`src/rtl/draw_rect.sv`:
```
`default_nettype none
// +--------------------------------------------------------------------------+
// | Module   : draw_rect                                                     |
// | Purpose  : Overlays a solid rectangle on a video pixel stream. The       |
// |            top-left corner (xpos, ypos) is sampled once per frame at     |
// |            the rising edge of vblnk_in, so moves never tear a frame.     |
// |            Fixed two-cycle latency on every output.                      |
// | Ports    : pclk, rst                    clock / sync active-high reset   |
// |            hcount_in, vcount_in [10:0]  pixel position from timing       |
// |            hsync_in, vsync_in           sync strobes                     |
// |            hblnk_in, vblnk_in           blanking strobes                 |
// |            rgb_in [11:0]                background pixel (4:4:4)         |
// |            xpos, ypos [11:0]            requested top-left corner        |
// |            *_out                        the above, delayed 2 cycles      |
// |            rgb_out [11:0]               composed pixel                   |
// | Options  : define DRAW_RECT_BORDER_EN to paint the rectangle's outer     |
// |            one-pixel edge in BORDER_COLOR.                               |
// | Revision : 1.0 - initial release                                         |
// +--------------------------------------------------------------------------+
module draw_rect #(
    parameter int          RECT_WIDTH   = 48,
    parameter int          RECT_HEIGHT  = 64,
    parameter logic [11:0] RECT_COLOR   = 12'hF00,
    parameter logic [11:0] BORDER_COLOR = 12'hFFF
) (
    input  logic        pclk,
    input  logic        rst,
    input  logic [10:0] hcount_in,
    input  logic [10:0] vcount_in,
    input  logic        hsync_in,
    input  logic        vsync_in,
    input  logic        hblnk_in,
    input  logic        vblnk_in,
    input  logic [11:0] rgb_in,
    input  logic [11:0] xpos,
    input  logic [11:0] ypos,
    output logic [10:0] hcount_out,
    output logic [10:0] vcount_out,
    output logic        hsync_out,
    output logic        vsync_out,
    output logic        hblnk_out,
    output logic        vblnk_out,
    output logic [11:0] rgb_out
);

    localparam logic [12:0] c_RECT_W = 13'(RECT_WIDTH);
    localparam logic [12:0] c_RECT_H = 13'(RECT_HEIGHT);

    // ------------------------------------------------------------------
    // Frame-start detect and per-frame corner shadow registers
    // ------------------------------------------------------------------
    logic        r_vblnk_prev;
    logic [11:0] r_x_lat;
    logic [11:0] r_y_lat;
    logic        w_frame_start;

    assign w_frame_start = vblnk_in & ~r_vblnk_prev;

    always_ff @(posedge pclk) begin
        if (rst) begin
            r_vblnk_prev <= 1'b0;
            r_x_lat      <= 12'd0;
            r_y_lat      <= 12'd0;
        end else begin
            r_vblnk_prev <= vblnk_in;
            if (w_frame_start) begin
                r_x_lat <= xpos;
                r_y_lat <= ypos;
            end
        end
    end

    // ------------------------------------------------------------------
    // Hit test. Everything is widened to 13 bits so that a corner near
    // the far edge plus the rectangle size can never wrap back to 0.
    // The compare uses the shadow registers as they stand this cycle,
    // so a pixel coinciding with frame_start still sees the old corner.
    // ------------------------------------------------------------------
    logic [12:0] w_h;
    logic [12:0] w_v;
    logic [12:0] w_x;
    logic [12:0] w_y;
    logic [12:0] w_x_end;
    logic [12:0] w_y_end;
    logic        w_h_hit;
    logic        w_v_hit;

    assign w_h     = {2'b00, hcount_in};
    assign w_v     = {2'b00, vcount_in};
    assign w_x     = {1'b0, r_x_lat};
    assign w_y     = {1'b0, r_y_lat};
    assign w_x_end = w_x + c_RECT_W;
    assign w_y_end = w_y + c_RECT_H;
    assign w_h_hit = (w_h >= w_x) && (w_h < w_x_end);
    assign w_v_hit = (w_v >= w_y) && (w_v < w_y_end);

`ifdef DRAW_RECT_BORDER_EN
    // Outer edge: first/last column or first/last line of the rectangle.
    // Only meaningful when qualified by the hit flags in stage 2.
    logic w_edge;
    logic r_s1_edge;

    assign w_edge = (w_h == w_x) || (w_h == w_x_end - 13'd1) ||
                    (w_v == w_y) || (w_v == w_y_end - 13'd1);
`else
    // Border colour has no consumer in this build.
    logic w_unused_border;
    assign w_unused_border = ^BORDER_COLOR;
`endif

    // ------------------------------------------------------------------
    // Stage 1: register timing, background pixel and hit flags
    // ------------------------------------------------------------------
    logic [10:0] r_s1_hcount;
    logic [10:0] r_s1_vcount;
    logic        r_s1_hsync;
    logic        r_s1_vsync;
    logic        r_s1_hblnk;
    logic        r_s1_vblnk;
    logic [11:0] r_s1_rgb;
    logic        r_s1_h_hit;
    logic        r_s1_v_hit;

    always_ff @(posedge pclk) begin
        if (rst) begin
            r_s1_hcount <= 11'd0;
            r_s1_vcount <= 11'd0;
            r_s1_hsync  <= 1'b0;
            r_s1_vsync  <= 1'b0;
            r_s1_hblnk  <= 1'b0;
            r_s1_vblnk  <= 1'b0;
            r_s1_rgb    <= 12'd0;
            r_s1_h_hit  <= 1'b0;
            r_s1_v_hit  <= 1'b0;
`ifdef DRAW_RECT_BORDER_EN
            r_s1_edge   <= 1'b0;
`endif
        end else begin
            r_s1_hcount <= hcount_in;
            r_s1_vcount <= vcount_in;
            r_s1_hsync  <= hsync_in;
            r_s1_vsync  <= vsync_in;
            r_s1_hblnk  <= hblnk_in;
            r_s1_vblnk  <= vblnk_in;
            r_s1_rgb    <= rgb_in;
            r_s1_h_hit  <= w_h_hit;
            r_s1_v_hit  <= w_v_hit;
`ifdef DRAW_RECT_BORDER_EN
            r_s1_edge   <= w_edge;
`endif
        end
    end

    // ------------------------------------------------------------------
    // Stage 2: pixel select. Blanking wins, which also clips any part of
    // the rectangle lying outside the active area.
    // ------------------------------------------------------------------
    logic [11:0] w_rgb_sel;

    always_comb begin
        w_rgb_sel = r_s1_rgb;
        if (r_s1_hblnk || r_s1_vblnk) begin
            w_rgb_sel = 12'h000;
        end else if (r_s1_h_hit && r_s1_v_hit) begin
`ifdef DRAW_RECT_BORDER_EN
            w_rgb_sel = r_s1_edge ? BORDER_COLOR : RECT_COLOR;
`else
            w_rgb_sel = RECT_COLOR;
`endif
        end
    end

    always_ff @(posedge pclk) begin
        if (rst) begin
            hcount_out <= 11'd0;
            vcount_out <= 11'd0;
            hsync_out  <= 1'b0;
            vsync_out  <= 1'b0;
            hblnk_out  <= 1'b0;
            vblnk_out  <= 1'b0;
            rgb_out    <= 12'd0;
        end else begin
            hcount_out <= r_s1_hcount;
            vcount_out <= r_s1_vcount;
            hsync_out  <= r_s1_hsync;
            vsync_out  <= r_s1_vsync;
            hblnk_out  <= r_s1_hblnk;
            vblnk_out  <= r_s1_vblnk;
            rgb_out    <= w_rgb_sel;
        end
    end

endmodule
`default_nettype wire

```
`config.mk`:
```
export PLATFORM = sky130hd
export DESIGN_NAME = draw_rect
export DESIGN_NICKNAME = d
export VERILOG_FILES = /design/src/rtl/draw_rect.sv
export SDC_FILE = /design/constraint.sdc
export NUM_CORES = 1
export LEC_CHECK = 0
export BUFFER_PORTS_ARGS = -buffer_cell sky130_fd_sc_hd__buf_2
export CAP_MARGIN = 20
export CELL_PAD_IN_SITES_DETAIL_PLACEMENT = 0
export CELL_PAD_IN_SITES_GLOBAL_PLACEMENT = 2
export CORE_MARGIN = 2
export CORE_UTILIZATION = 28
export DETAILED_ROUTE_END_ITERATION = 12
export MAX_ROUTING_LAYER = met4
export PLACE_DENSITY = 0.86
export SYNTH_ARGS = -nofsm -noshare
export SYNTH_HDL_FRONTEND = slang
export SYNTH_SLANG_ARGS = --single-unit
```
`constraint.sdc`:
```
create_clock -name pclk -period 2.1 [get_ports pclk]
set_input_delay 0.315 -clock pclk [delete_from_list [all_inputs] [get_ports pclk]]
set_output_delay 0.315 -clock pclk [all_outputs]
set_load 0.005 [all_outputs]
```
# Word level (Yosys, flattened, before mapping)
# Index checks and enable logic that the tools add are counted.
[classes]
add_sub_neg = 2
mul = 0
div_mod_pow = 0
n_lt_le_gt_ge = 4
n_eq_ne = 0
shifts = 0
muxes = 1
bitwise = 2
n_reduce_logical = 6
[ops]
columns = ["cell", "count"]
rows = [
  ["$lt 11x13->1", 2],
  ["$ge 11x12->1", 2],
  ["$add 12x6->13 const B", 1],
  ["$add 12x7->13 const B", 1],
  ["$mux 12", 1],
  ["$logic_and 1x1->1", 3],
  ["$reduce_or 3->1", 1],
  ["$reduce_or 2->1", 1],
  ["$and 1x1->1", 1],
  ["$logic_or 1x1->1", 1],
  ["$not 1->1", 1],
]
[totals]
regBits = 102
latchBits = 0
mem_bits_rw = 0
romBits = 0
output_inout_bits = 38
mem_count = 0

# Depth between registers and ports, before layout
# Gate-level depths: netlist of the first run.
[depth]
ltp_word = 3
ltp_mapped = 10

# Worst setup path before layout of the first run
# Ideal clock, no wire load.
[synth_path]
path_type = "register -> register"
startpoint = "reg r_x_lat[4]"
endpoint = "reg r_s1_h_hit"
setup_ns = 0.060
t_arrival_ns = 1.963
setup_slack_ns = 0.077
stages_incl_launch_ff = 11
n_path_buf = 0
cell_sequence = "dfxtp_1 > inv_1 > ha_1 > nor3_1 > nand3_1 > xnor2_1 > ha_1 > a211oi_1 > nand2_1 > a21oi_1 > o221a_1"
[synth_between]
elab_chain_len = 3
elab_cells_between_ends = 4
classes_between = "add/sub: 1; order compare: 2; reduce/logical: 1"
[synth_rtl]
columns = ["item", "line", "text"]
rows = [
  ["start, declared", "53", "logic [11:0] r_x_lat;"],
  ["start signal, assigned", "67", "r_x_lat <= xpos;"],
  ["$add 12x6->13", "92", "assign w_x_end = w_x + c_RECT_W;"],
  ["$lt 11x13->1", "94", "assign w_h_hit = (w_h >= w_x) && (w_h < w_x_end);"],
  ["$logic_and 1x1->1 (*)", "94", ""],
  ["end signal, assigned", "146", "r_s1_h_hit <= w_h_hit;"],
  ["end, declared", "121", "logic r_s1_h_hit;"],
]
# Every way passes the cells marked *; elsewhere a longest branch is shown, timed or not.
# A chain may end at the register's enable or synchronous reset.

# Worst setup path after layout of the first run
# Ends and elaborated chain as after synthesis.

==> results.toml, run 1 <==
[timing]
fin_crit_ns = 1.973
max_clock_freq_ghz = 0.5070
slew_headroom = 0.6659
skew_ns = 0.007968
fin_ws_ns = 0.1274
hold_violations = 0
drv_slew = 0
setup_viol_count_final = 0
final.setup.tns_ns = 0
tightest_slew_ns = 0.5011
fin_crit_sh = 0.9393

[floorplanning]
die_height_um = 122.9
initial_core_util = 0.2864
fp.dieW_um = 122.9
rows = 43
die-area_um2 = 15110
design.core.area_um2 = 13830
ios = 102

[detailed_routing]
first_pass_iters = 4
drc = 0
routed_wl_um = 8623
routedWlPerCell_um = 12.34
drt-initial-drc-count = 130
ant_nets = 0
num_vias = 2929
viasPerCell = 4.190

[synthesis]
ys_async_sr_fraction = 0
synth_top_area_share = 0.5156
yosysTopAreaCell = "dfxtp_1"
syn-num-nets = 509
ys_seq_area_frac = 0.5156
synth_area_leaders = "dfxtp_1 (52%), ha_1 (11%), nor2b_1 (10%)"
netlist_area_um2 = 3960
syn_area_per_cell_um2 = 9.682
synth-edff-count = 0
ys_types = 35
synth-main-ff-cell = "dfxtp_1"
ys_ff_latch = 102
ys_warn_count = 0
synthCells = 409

[pwr]
p_sw_frac = 0.2308
power_frac_seq = 0.483
p_leak_nw = 2.226
p_per_area_nw_per_um2 = 845.8
power.internal_mw = 3.290
power.share.clock = 0.408
ir_drop_uv = 332.3
p_comb_frac = 0.109
switchingPower_mw = 0.9870
power_mw = 4.277

[finish]
final_cells = 699
antenna_cells = 0
drive_gt1_frac = 0.2697
nets = 615
areaGrowthSynthToFinish_pct = 27.71

[global_routing]
gr-total-overflow = 0
grt_pass1_vias = 2899
grt_pass1_wl_um = 13640
groute.usage.overall = 0.1195
antenna_found_initial = 0
grt_max_degree = 51

[placed_design]
preCtsSetupSlack_ns = -0.02670
hpwlAfterDp_um = 6828
place_congestion = 0.8594
dp_cells = 683
port-buffer-count = 101

[clock_tree]
clkSinkCount = 102
htree_levels = 3
clock_path_buffers = 2
numCtsBuffers = 9
root_buffer = "clkbuf_16"
cts_tree = "built"
clk_pin_slew_worst_paths_ns = 0.07
clk_latency_ns = 0.34
cts_hold_buf = 0

[setup_path]
cp_data_required_time_ns = 2.38
worstSetupEndpointType = "flip-flop"
cp-start-kind = "flip-flop"
worstSetupPathType = "flip-flop to flip-flop"
worstPathArrival_ns = 2.25
crit_fanout = 2

[min_path]
hp-class = "input port to flip-flop"

[status]
outcome = "completed"

[run]
max_cap_viol_count = 0
==> sequential cells by signal, summed over array words and instances, names as in the netlist <==
register and count:
r_y_lat 12, r_s1_hblnk 1, r_s1_vsync 1, hblnk_out 1, r_s1_v_hit 1, hsync_out 1, r_s1_h_hit 1, hcount_out 11
vsync_out 1, vcount_out 11, r_s1_hsync 1, vblnk_out 1, r_s1_vcount 11, r_s1_rgb 12, r_x_lat 12, r_s1_vblnk 1
rgb_out 12, r_s1_hcount 11
==> final timing paths <==
path,end,start,cells after the start,slack (ns)
worst max register to register,r_s1_h_hit$_SDFF_PP0_,r_x_lat[4]$_SDFFE_PP0P_,10,0.13
worst min-delay path,r_s1_hsync$_SDFF_PP0_,hsync_in,2,0.19
worst max-delay path,r_s1_h_hit$_SDFF_PP0_,r_x_lat[4]$_SDFFE_PP0P_,10,0.13
worst min register to register,rgb_out[2]$_SDFF_PP0_,r_s1_rgb[2]$_SDFF_PP0_,1,0.42
==> placed cells by master, fill, tap and decap left out, types with 2 or more instances in the layout <==
cell type / n
nor3_2: 2
nand3_1: 5
clkinvlp_4: 3
nand4_1: 5
ha_1: 35
o211ai_1: 2
o21a_1: 8
xnor2_1: 7
o21ai_1: 2
and2_1: 9
dfxtp_2: 3
nor2b_1: 65
o21ai_0: 3
inv_1: 23
buf_2: 101
a211oi_1: 2
clkbuf_16: 9
bufinv_16: 2
nor2_1: 6
buf_4: 10
a31oi_1: 2
dfxtp_1: 99
nand2b_1: 4
a21o_1: 4
a21oi_1: 33
nand2_1: 56
==> final cells by class <==
type,count,area [um^2]
Fill cell,1430,8770
Sequential cell,102,2046
Multi-Input combinational cell,267,1803
Timing Repair Buffer,111,580.6
Clock buffer,9,225.2
Tap cell,180,225.2
Inverter,24,90.09
Clock inverter,6,87.58
==> repair_timing <==
item	CTS	global route
setup buffers	0	1
setup endpoints to repair	1	2
endpoints found under the hold margin	0	0
pin swaps	0	8
gates resized for setup	2	10
==> power groups by stage <==
stage	clock network (mW)	registers [mW]	logic [mW]
floorplan	0	2.11	0.279
CTS	1.79	2.07	0.464
detailed placement	0	2.11	0.458
global placement	0	2.11	0.450
finish	1.74	2.07	0.466
global route	1.87	2.08	0.536
==> synth_stat cells (4+ instances only) <==
| cell type | instances |
|---|---|
| and2_1 | 9 |
| inv_1 | 24 |
| buf_2 | 6 |
| nor2_1 | 6 |
| clkbuf_1 | 8 |
| a21o_1 | 4 |
| a21oi_1 | 34 |
| o21a_1 | 8 |
| nor2b_1 | 65 |
| nand3_1 | 6 |
| xnor2_1 | 7 |
| nand2b_1 | 4 |
| nand2_1 | 56 |
| nand4_1 | 5 |
| dfxtp_1 | 102 |
| ha_1 | 36 |
==> stage by stage <==
stage                     utilization  cell area [um^2]  hold WS (ns)
after floorplan                     -              3960        0.4057
after global placement         0.3392              4691        0.4085
after detailed placement       0.3392              4691        0.4145
after CTS                      0.3626              5014        0.1775
after global routing           0.3658              5057        0.1809
final                          0.3658              5057        0.1908
==> logic make-up (layout without fill, tap and decap cells) <==
family | after synthesis | after routing | share of synthesized area
XOR/XNOR | 8 | 8 | 0.01769
multiplexers | 1 | 1 | 0.002528
flip-flops | 102 | 102 | 0.5156
AND/OR/NAND/NOR | 159 | 159 | 0.2123
buffers and inverters | 40 | 150 | 0.03981
adder cells (fa/ha/maj) | 36 | 36 | 0.1137
AO/OA/AOI/OAI | 63 | 63 | 0.09826
==> worst max-delay path, stage by stage (launching register included) <==
cell and delay, ns:
dfxtp_2 0.33, inv_1 0.08, ha_4 0.17, nor3_4 0.19
nand3_2 0.10, xnor2_1 0.14, ha_1 0.32, a211oi_2 0.20
nand2_1 0.10, a21oi_2 0.11, o221a_1 0.17
==> per-layer routing <==
metal / wire [um] / global-route usage / up-vias / part of all wire
met5: 0 / - / - / 0
met4: 155 / 0.05172 / 0 / 0.018
met3: 415 / 0.01983 / 11 / 0.048
met2: 3732 / 0.1844 / 67 / 0.43
met1: 4320 / 0.1547 / 1297 / 0.50
li1: - / - / 1554 / -
Note: power is estimated with default switching activity, not from simulation.
==> run 2, diff against run 1 <==
PLACE_DENSITY = 0.83   (was 0.86)
==> run 2 against run 1 <==
Compared with the run above:
- cell count unchanged
- largest power group unchanged
- setup slack worse by 0.018 ns
- register-to-register slack worse by 0.02 ns
- power fell by 0.92%
- clock skew decreased by 0.0024 ns
- largest cell class unchanged
- fmax down 0.91%
- critical endpoint is now r_s1_v_hit$_SDFF_PP0_
- critical path type unchanged
- worst hold slack worse by 0.0091 ns
- count of clock-buffer cells in the layout rose by 1
- sequential share of layout area increased by 0.14 points
- design area decreased by 0.35%
==> results.toml, run 2 (synthesis results as in run 1) <==
[clock_tree]
root_buffer = "clkbuf_16"
cts_tree = "built"
cts_setup_buffers = 0
clk_latency_ns = 0.34
numCtsBuffers = 9
clk_pin_slew_worst_paths_ns = 0.07
cts_hold_buf = 0
clock_path_buffers = 2
clkSinkCount = 102
htree_levels = 3

[floorplanning]
die-area_um2 = 15110
rows = 43
initial_core_util = 0.2864
ios = 102
design.core.area_um2 = 13830
die_height_um = 122.9
fp.dieW_um = 122.9

[timing]
final.setup.tns_ns = 0
tightest_slew_ns = 0.4326
max_clock_freq_ghz = 0.5023
fin_crit_sh = 0.9480
fin_crit_ns = 1.991
drv_slew = 0
slew_headroom = 0.7116
skew_ns = 0.005563
hold_violations = 0
setup_viol_count_final = 0
timing.hold.ws_ns = 0.1817

[setup_path]
crit_start = "r_y_lat[7]$_SDFFE_PP0P_"
cp_data_required_time_ns = 2.32
worstSetupEndpointType = "flip-flop"
r2r_start = "r_y_lat[7]$_SDFFE_PP0P_"
crit_fanout = 5
worstSetupPathType = "flip-flop to flip-flop"
cp-start-kind = "flip-flop"
r2r_slack_ns = 0.11
worstPathArrival_ns = 2.21

[detailed_routing]
drt-initial-drc-count = 86
routedWlPerCell_um = 12.37
drc = 0
top_layer = "met4"
ant_nets = 0
wl_met3_um = 411
wl_met1_um = 4421
num_vias = 2897
viasPerCell = 4.144
routed_wl_um = 8649
routed-wl-met2_um = 3661
first_pass_iters = 4

[global_routing]
gr-total-overflow = 0
antenna_found_initial = 0
grt_pass1_vias = 2836
grt_max_degree = 42
grt_pass1_wl_um = 13730
groute.usage.overall = 0.1220

[min_path]
hold_start = "rgb_in[1]"
hp-class = "input port to flip-flop"

[finish]
drive_gt1_frac = 0.2659
nets = 614
areaGrowthSynthToFinish_pct = 27.27
final_cells = 699
layout_common_cells = "buf_2 (101), dfxtp_1 (99), nor2b_1 (65)"
final_area_um2 = 5040
multi_input_area_um2 = 1798
antenna_cells = 0
fillCellCount = 1417
final_common_cell = "buf_2"
regArea_um2 = 2046

[pwr]
p_per_area_nw_per_um2 = 840.9
ir_drop_uv = 342.8
power_mw = 4.238
p_leak_nw = 2.227

[placed_design]
post_dp_cell_area_um2 = 4691
place_congestion = 0.8983
dp_cells = 683
port-buffer-count = 101
hpwlAfterDp_um = 6727

[status]
outcome = "completed"

[run]
max_cap_viol_count = 0
==> run 2: cell types whose count changed in the layout (fill, tap and decap cells not counted), sizes merged <==
cell	before	now
bufinv	2	1
buf	111	110
inv	24	25
clkbuf	9	10
clkinv	1	3
clkinvlp	3	1
==> run 2: power breakdown <==
group	leakage [nW]	internal (mW)	total [mW]	switching [mW]
Sequential	0.843	2.03	2.06	0.0350
Combinational	1.23	0.225	0.470	0.245
Clock	0.149	0.963	1.70	0.740
==> run 2: metrics by stage <==
| step | setup slack (ns) | utilization |
|---|---|---|
| final | 0.1093 | 0.3645 |
| after global routing | -0.01917 | 0.3645 |
| after CTS | 0.05426 | 0.3619 |
| after detailed placement | 0.02879 | 0.3392 |
| after global placement | 0.05127 | 0.3392 |
| after floorplan | 0.07730 | - |
==> run 2: cell type report <==
cell class,count,area share
repair buffers,110,0.1137
inverters,24,0.01787
multi-input cells,267,0.3568
well taps,180,0.04469
flip-flops and latches,102,0.4059
clock buffers,10,0.04742
clock inverters,6,0.01365
==> run 2: worst paths after layout <==
kind / cells after the start / endpoint
min reg2reg: 1 / rgb_out[7]$_SDFF_PP0_
max reg2reg: 9 / r_s1_v_hit$_SDFF_PP0_
min: 2 / r_s1_rgb[1]$_SDFF_PP0_
max: 9 / r_s1_v_hit$_SDFF_PP0_
==> run 2: critical path: stages, from the launching register on <==
cell and delay (ns):
dfxtp_1 0.40, ha_1 0.21, nand3_1 0.10, xnor2_1 0.14
ha_1 0.28, nand4_1 0.07, nor3b_1 0.27, nand2_1 0.08
o211ai_1 0.20, a221oi_2 0.10
==> run 2: timing repair <==
action                     CTS  global route
hold endpoints to repair     0             0
setup endpoints to repair    1             2
pin swaps                    0             6
resized for setup            1             9
==> run 2: per-layer routing <==
metal / track usage / vias up
met5: - / -
met4: 0.04526 / 0
met3: 0.02537 / 12
met2: 0.1796 / 71
met1: 0.1649 / 1269
li1: - / 1545
